--- config.mk ---
export PLATFORM = sky130hd
export DESIGN_NAME = mux4_rr_arbiter_flat
export DESIGN_NICKNAME = d
export VERILOG_FILES = /design/src/rtl/mux_arb_pkg.sv /design/src/rtl/mux4_rr_arbiter_if.sv /design/src/rtl/rr_priority_pick.sv /design/src/rtl/mux4_rr_arbiter.sv /design/src/flat_wrapper.sv
export SDC_FILE = /design/constraint.sdc
export NUM_CORES = 1
export LEC_CHECK = 0
export ABC_AREA = 1
export CAP_MARGIN = 20
export CORE_ASPECT_RATIO = 1.1
export CORE_MARGIN = 3
export CORE_UTILIZATION = 54
export DETAILED_ROUTE_END_ITERATION = 7
export PLACE_DENSITY = 0.83
export SETUP_SLACK_MARGIN = 0.3
export SYNTH_ARGS = -nofsm -noshare
export SYNTH_HDL_FRONTEND = slang
export SYNTH_SLANG_ARGS = --single-unit
--- constraint.sdc ---
create_clock -name clk -period 5.1 [get_ports clk]
set_input_delay 1.02 -clock clk [delete_from_list [all_inputs] [get_ports clk]]
set_output_delay 1.02 -clock clk [all_outputs]
set_load 0.02 [all_outputs]
--- src/rtl/mux_arb_pkg.sv ---
// Shared types and constants for the four-way round-robin mux arbiter.
//   N_REQ   : number of requesters sharing the mux
//   idx_t   : requester index / mux select
//   state_t : arbiter FSM state (IDLE, GRANT)
package mux_arb_pkg;

  localparam int N_REQ = 4;

  typedef logic [1:0] idx_t;

  typedef enum logic {
    IDLE  = 1'b0,
    GRANT = 1'b1
  } state_t;

endpackage

--- src/rtl/mux4_rr_arbiter_if.sv ---
// Bus between the requesters and the round-robin mux arbiter.
//   req     : per-requester request, held high while requester i wants or uses the mux
//   done    : the current owner ends its transaction this cycle
//   gnt     : registered one-hot grant, zero when idle
//   sel     : registered 4:1 mux select, equals the owner index while granted
//   busy    : high while any grant is active
//   timeout : one-cycle pulse after a forced release
//
// Handshake: req[i] acts as valid and gnt[i] as ready. Requester i owns the
// mux for every cycle in which both are high. Ownership ends at the first edge
// where done is high or req[i] is low, or once the hold limit is reached.
// Requests from non-owners are not accepted while a grant is active.
interface mux4_rr_arbiter_if;
  import mux_arb_pkg::*;

  logic [N_REQ-1:0] req;
  logic             done;
  logic [N_REQ-1:0] gnt;
  idx_t             sel;
  logic             busy;
  logic             timeout;

  modport master (
    output req, done,
    input  gnt, sel, busy, timeout
  );

  modport slave (
    input  req, done,
    output gnt, sel, busy, timeout
  );

endinterface

--- src/rtl/rr_priority_pick.sv ---
// Combinational round-robin pick over four requests.
//   req    : request vector
//   last   : index of the previous winner; the search starts at last+1
//   winner : first set request found from last+1, wrapping 3 -> 0
//   any    : at least one request set (winner is meaningless otherwise)
// The requests are rotated so that index last+1 sits at position 0. A fixed
// priority pick is made on the rotated vector, and the offset is then added back.
module rr_priority_pick
  import mux_arb_pkg::*;
(
  input  logic [N_REQ-1:0] req,
  input  idx_t             last,
  output idx_t             winner,
  output logic             any
);

  idx_t             start;
  logic [N_REQ-1:0] rot;
  idx_t             pick;

  always_comb begin
    start = last + 2'd1;
    for (int k = 0; k < N_REQ; k++) begin
      rot[k] = req[idx_t'(start + idx_t'(k))];
    end
    // The descending loop leaves the lowest set rotated position in pick.
    pick = 2'd0;
    for (int k = N_REQ - 1; k >= 0; k--) begin
      if (rot[k]) pick = idx_t'(k);
    end
    winner = start + pick;
    any    = |req;
  end

endmodule

--- src/rtl/mux4_rr_arbiter.sv ---
// Round-robin arbiter for one shared 4:1 datapath mux.
//   clk      : system clock, rising edge
//   rst_n    : synchronous active-low reset
//   bus      : slave side of mux4_rr_arbiter_if (req/done in, gnt/sel/busy/timeout out)
//   state_o  : current FSM state, for observation
// Parameters:
//   MAX_HOLD : maximum consecutive cycles an owner may hold the mux (2..256)
// All outputs come from flops. Between owners there is always one idle cycle.
module mux4_rr_arbiter
  import mux_arb_pkg::*;
#(
  parameter  int MAX_HOLD = 16,
  localparam int CNT_W    = $clog2(MAX_HOLD)
) (
  input  logic                clk,
  input  logic                rst_n,
  mux4_rr_arbiter_if.slave    bus,
  output state_t              state_o
);

  localparam logic [CNT_W-1:0] HOLD_LAST = CNT_W'(MAX_HOLD - 1);

  state_t           state_q, state_d;
  logic [N_REQ-1:0] gnt_q, gnt_d;
  idx_t             sel_q, sel_d;
  logic             busy_q, busy_d;
  logic             timeout_q, timeout_d;
  idx_t             last_q, last_d;
  logic [CNT_W-1:0] hold_cnt_q, hold_cnt_d;

  idx_t winner;
  logic any_req;
  logic owner_release;
  logic hold_expired;

  rr_priority_pick u_pick (
    .req    (bus.req),
    .last   (last_q),
    .winner (winner),
    .any    (any_req)
  );

  // sel_q is the owner index for the whole time the grant is held.
  assign owner_release = bus.done || !bus.req[sel_q];
  assign hold_expired  = (hold_cnt_q == HOLD_LAST);

  // State register and registered outputs.
  always_ff @(posedge clk) begin
    if (!rst_n) begin
      state_q    <= IDLE;
      gnt_q      <= '0;
      sel_q      <= 2'd0;
      busy_q     <= 1'b0;
      timeout_q  <= 1'b0;
      last_q     <= 2'd3;
      hold_cnt_q <= '0;
    end else begin
      state_q    <= state_d;
      gnt_q      <= gnt_d;
      sel_q      <= sel_d;
      busy_q     <= busy_d;
      timeout_q  <= timeout_d;
      last_q     <= last_d;
      hold_cnt_q <= hold_cnt_d;
    end
  end

  // Next-state logic.
  always_comb begin
    state_d = state_q;
    case (state_q)
      IDLE: begin
        if (any_req) state_d = GRANT;
      end
      GRANT: begin
        if (owner_release || hold_expired) state_d = IDLE;
      end
      default: state_d = IDLE;
    endcase
  end

  // Next values of the registered outputs and bookkeeping.
  always_comb begin
    gnt_d      = gnt_q;
    sel_d      = sel_q;
    timeout_d  = 1'b0;
    last_d     = last_q;
    hold_cnt_d = hold_cnt_q;
    case (state_q)
      IDLE: begin
        if (any_req) begin
          gnt_d      = 4'b0001 << winner;
          sel_d      = winner;
          last_d     = winner;
          hold_cnt_d = '0;
        end
      end
      GRANT: begin
        if (owner_release) begin
          // A normal release takes priority, even when the hold limit is reached in the same cycle.
          gnt_d = '0;
        end else if (hold_expired) begin
          gnt_d     = '0;
          timeout_d = 1'b1;
        end else begin
          hold_cnt_d = hold_cnt_q + CNT_W'(1);
        end
      end
      default: begin
        gnt_d = '0;
      end
    endcase
    busy_d = |gnt_d;
  end

  assign bus.gnt     = gnt_q;
  assign bus.sel     = sel_q;
  assign bus.busy    = busy_q;
  assign bus.timeout = timeout_q;
  assign state_o     = state_q;

endmodule

--- src/flat_wrapper.sv ---
// flat-port wrapper written by rule: the top's interface ports become plain ports
module mux4_rr_arbiter_flat import mux_arb_pkg::*;
#(
  parameter  int MAX_HOLD = 16,
  localparam int CNT_W    = $clog2(MAX_HOLD)
)
  (clk, rst_n, state_o, bus_req, bus_done, bus_gnt, bus_sel, bus_busy, bus_timeout);
  mux4_rr_arbiter_if bus_i ();
  input  logic clk;
  input  logic rst_n;
  output state_t state_o;
  input wire logic [$bits(bus_i.req)-1:0] bus_req;
  input wire logic [$bits(bus_i.done)-1:0] bus_done;
  output wire logic [$bits(bus_i.gnt)-1:0] bus_gnt;
  output wire logic [$bits(bus_i.sel)-1:0] bus_sel;
  output wire logic [$bits(bus_i.busy)-1:0] bus_busy;
  output wire logic [$bits(bus_i.timeout)-1:0] bus_timeout;
  assign bus_i.req = bus_req;
  assign bus_i.done = bus_done;
  assign bus_gnt = bus_i.gnt;
  assign bus_sel = bus_i.sel;
  assign bus_busy = bus_i.busy;
  assign bus_timeout = bus_i.timeout;
  mux4_rr_arbiter #(.MAX_HOLD(MAX_HOLD)) u_core (.clk(clk), .rst_n(rst_n), .bus(bus_i), .state_o(state_o));
endmodule
==> impl_metrics.env <==
export IMPL_outcome="finished, final reports clean"
export IMPL_wl_um=1974
export IMPL_antenna_cells=0
export IMPL_fill_cells=137
export IMPL_required_ns=5.28
export IMPL_insertion_delay_ns=0.29
export IMPL_ir_worst_vdd_mv=0.3248
export IMPL_worst_setup_path_start_kind="input port"
export IMPL_powerDensity_mw_per_mm2=570.1
export IMPL_io_pins=16
export IMPL_r2r_start="u_core.last_q[0]$_SDFFE_PN1P_"
export IMPL_worst_setup_path_startpoint="bus_req[0]"
export IMPL_maxSlewViolCount=0
export IMPL_yosysWarnings=0
export IMPL_yosys_top_cells_count="nand2_1 (49), dfxtp_1 (15), inv_1 (14)"
export IMPL_cts_tree="yes"
export IMPL_place_area_mm2=0.001072
export IMPL_wl_per_cell_um=11.48
export IMPL_synthTopCellsByArea="dfxtp_1 (33%), nand2_1 (20%), nand2_2 (6.2%)"
export IMPL_drcViolationCount=0
export IMPL_finalSetupViolCount=0
export IMPL_synth_distinct_cells=23
export IMPL_clock_path_buffers=2
export IMPL_synth_largest_area_cell="dfxtp_1"
export IMPL_holdCritStartpoint="u_core.hold_cnt_q[3]$_SDFFE_PN0P_"
export IMPL_cts_resized=0
export IMPL_synthCells=138
export IMPL_yosysTopAreaCellShare=0.3288
export IMPL_final_nets=166
export IMPL_synth_flop_cell="dfxtp_1"
export IMPL_core_mm2=0.001471
export IMPL_cp_end_kind="register"
export IMPL_tns_ns=0
export IMPL_maxCapViolations=0
export IMPL_initial_core_util=0.6207
export IMPL_cts_hold_buf=0
export IMPL_dp_hpwl_um=1539
export IMPL_hold_viol_final=0
export IMPL_syn_nets=147
export IMPL_grt_ovfl_total=0
export IMPL_track_usage=0.2009
export IMPL_clkTransAtPathRegs_ns=0.09
export IMPL_final_area_mm2=0.001100
export IMPL_avgSynthCellArea_um2=6.619
export IMPL_yosysMostFrequentCell="nand2_1"
export IMPL_cts_root_buf="clkbuf_4"
export IMPL_grt_pass1_vias=850
export IMPL_rsz0062_at_grt="no"
export IMPL_period_minus_slack_ns=2.852
export IMPL_vias_per_cell=5.221
export IMPL_drive_gt1_frac=0.1410
export IMPL_cts_sink_count=15
export IMPL_rows=14
export IMPL_hp_class="register to register"
export IMPL_worst_slew_pin_slew_ns=0.4691
export IMPL_cts_htree_levels=1
export IMPL_drt_first_pass_iters=4
export IMPL_seq_area_um2=300.3
export IMPL_finalCritPeriodShare=0.5592
export IMPL_die_width_um=45.22
export IMPL_synthArstFlopShare=0
export IMPL_synth_seq_cells=15
export IMPL_portBuffers=15
export IMPL_fin_skew_ns=0.003658
export IMPL_vias=898
export IMPL_first_iter_violations=19
export IMPL_synth_edff_count=0
export IMPL_post_cts_buffers=0
export IMPL_multiInputGateArea_um2=530.5
export IMPL_fmax_mhz=350.7
export IMPL_path_max_fanout=4
export IMPL_synthToLayoutAreaGrowth_pct=20.41
export IMPL_gp_congestion=0.7732
export IMPL_grt_max_degree=11
export IMPL_ant_nets=0
export IMPL_die_y_um=49.14
export IMPL_leakage_nw=0.5431
export IMPL_seq_area_frac_synth=0.3288
export IMPL_post_route_util=0.7474
export IMPL_antenna_found_initial=0
export IMPL_slew_headroom=0.6840
export IMPL_arrival_ns=3.03
export IMPL_grt_first_pass_wirelength_um=3436
export IMPL_die_area_mm2=0.002222
export IMPL_synthesis_area_um2=913.4
export IMPL_crit_type="input port to register"
export IMPL_total_power_uw=627.0
export IMPL_cts_made_buffers=3
metal layers:
metal | global-route usage | vias to the layer above | share of wire | wire (um)
li1 | - | 475 | - | -
met1 | 0.2432 | 404 | 0.45 | 888
met2 | 0.3514 | 17 | 0.51 | 1007
met3 | 0.04059 | 2 | 0.034 | 68
met4 | 0.04390 | 0 | 0.0051 | 10
met5 | 0 | - | 0 | 0
stage by stage:
stage                     hold slack (ns)  std cells  setup WS (ns)
after CTS                          0.4930        172          2.246
after floorplan                    0.4471        138          2.639
final                              0.4932        172          2.248
after global routing               0.5164        172          2.039
after global placement             0.4641        168          2.003
after detailed placement           0.4779        168          1.950
registers in the layout, indices dropped and copies added, names as in the netlist:
signal / cells
u_core.last_q: 2
u_core.state_o: 1
u_core.bus.busy: 1
u_core.bus.gnt: 4
u_core.hold_cnt_q: 4
u_core.bus.timeout: 1
u_core.bus.sel: 2
cell type report:
class / count / share of cell area
inverter: 17 / 0.06485
timing repair buffer: 15 / 0.1365
sequential: 15 / 0.2730
tap: 16 / 0.01820
multi-input combinational: 105 / 0.4824
clock buffer: 3 / 0.02048
clock inverter: 1 / 0.004551
path summary, 6_finish.rpt:
kind / slack (ns) / cells after the start / endpoint
max reg2reg: 2.91 / 16 / u_core.bus.busy$_SDFF_PN0_
min: 0.49 / 2 / u_core.bus.timeout$_SDFF_PP0_
min reg2reg: 0.49 / 2 / u_core.bus.timeout$_SDFF_PP0_
max: 2.25 / 17 / u_core.bus.busy$_SDFF_PN0_
kinds of logic after synthesis:
group / after synthesis / synth area share
fa+ha+maj: 2 / 0.02739
flops: 15 / 0.3288
simple gates: 82 / 0.4151
xor+xnor: 1 / 0.01781
compound gates: 20 / 0.1205
buf+inv: 18 / 0.09040
worst max-delay path: stages:
cell             delay, ns
clkdlybuf4s50_1       0.56
inv_1                 0.08
nand2_1               0.06
nand2_1               0.07
nand2_1               0.08
nand2_2               0.06
a31oi_1               0.13
nor2_1                0.06
ha_1                  0.21
xor2_2                0.19
inv_1                 0.07
nand2_2               0.08
nand2_2               0.06
nand2_1               0.07
nand2_1               0.06
nor2_2                0.11
a21oi_2               0.05
layout by cell type (no fill, tap or decap):
cell type | netlist | final
dfxtp_1 | 15 | 15
inv_2 | 1 | 1
nand4_1 | 3 | 3
nand3_2 | 1 | 1
o211ai_1 | 2 | 2
a31oi_1 | 1 | 1
clkbuf_4 | 0 | 3
a21oi_1 | 11 | 11
nand2_2 | 9 | 9
clkinv_2 | 0 | 1
o21ai_0 | 5 | 5
nor2_2 | 1 | 1
nand3_1 | 7 | 7
nor3_1 | 1 | 1
inv_8 | 1 | 1
nor2_1 | 8 | 8
nand2_1 | 49 | 49
clkdlybuf4s50_1 | 0 | 15
inv_1 | 14 | 14
nand2_4 | 2 | 2
clkinv_1 | 1 | 1
a21oi_2 | 1 | 1
nor2_4 | 1 | 1
ha_1 | 2 | 2
xor2_2 | 1 | 1
power breakdown:
group          internal, mW  switching [mW]  total (mW)  leakage, nW
clock                0.0291          0.0396      0.0688       0.0177
combinational         0.148           0.239       0.387        0.402
sequential            0.144          0.0276       0.171        0.123
total                 0.321           0.306       0.627        0.543
Note: power is estimated with default switching activity, not from simulation.
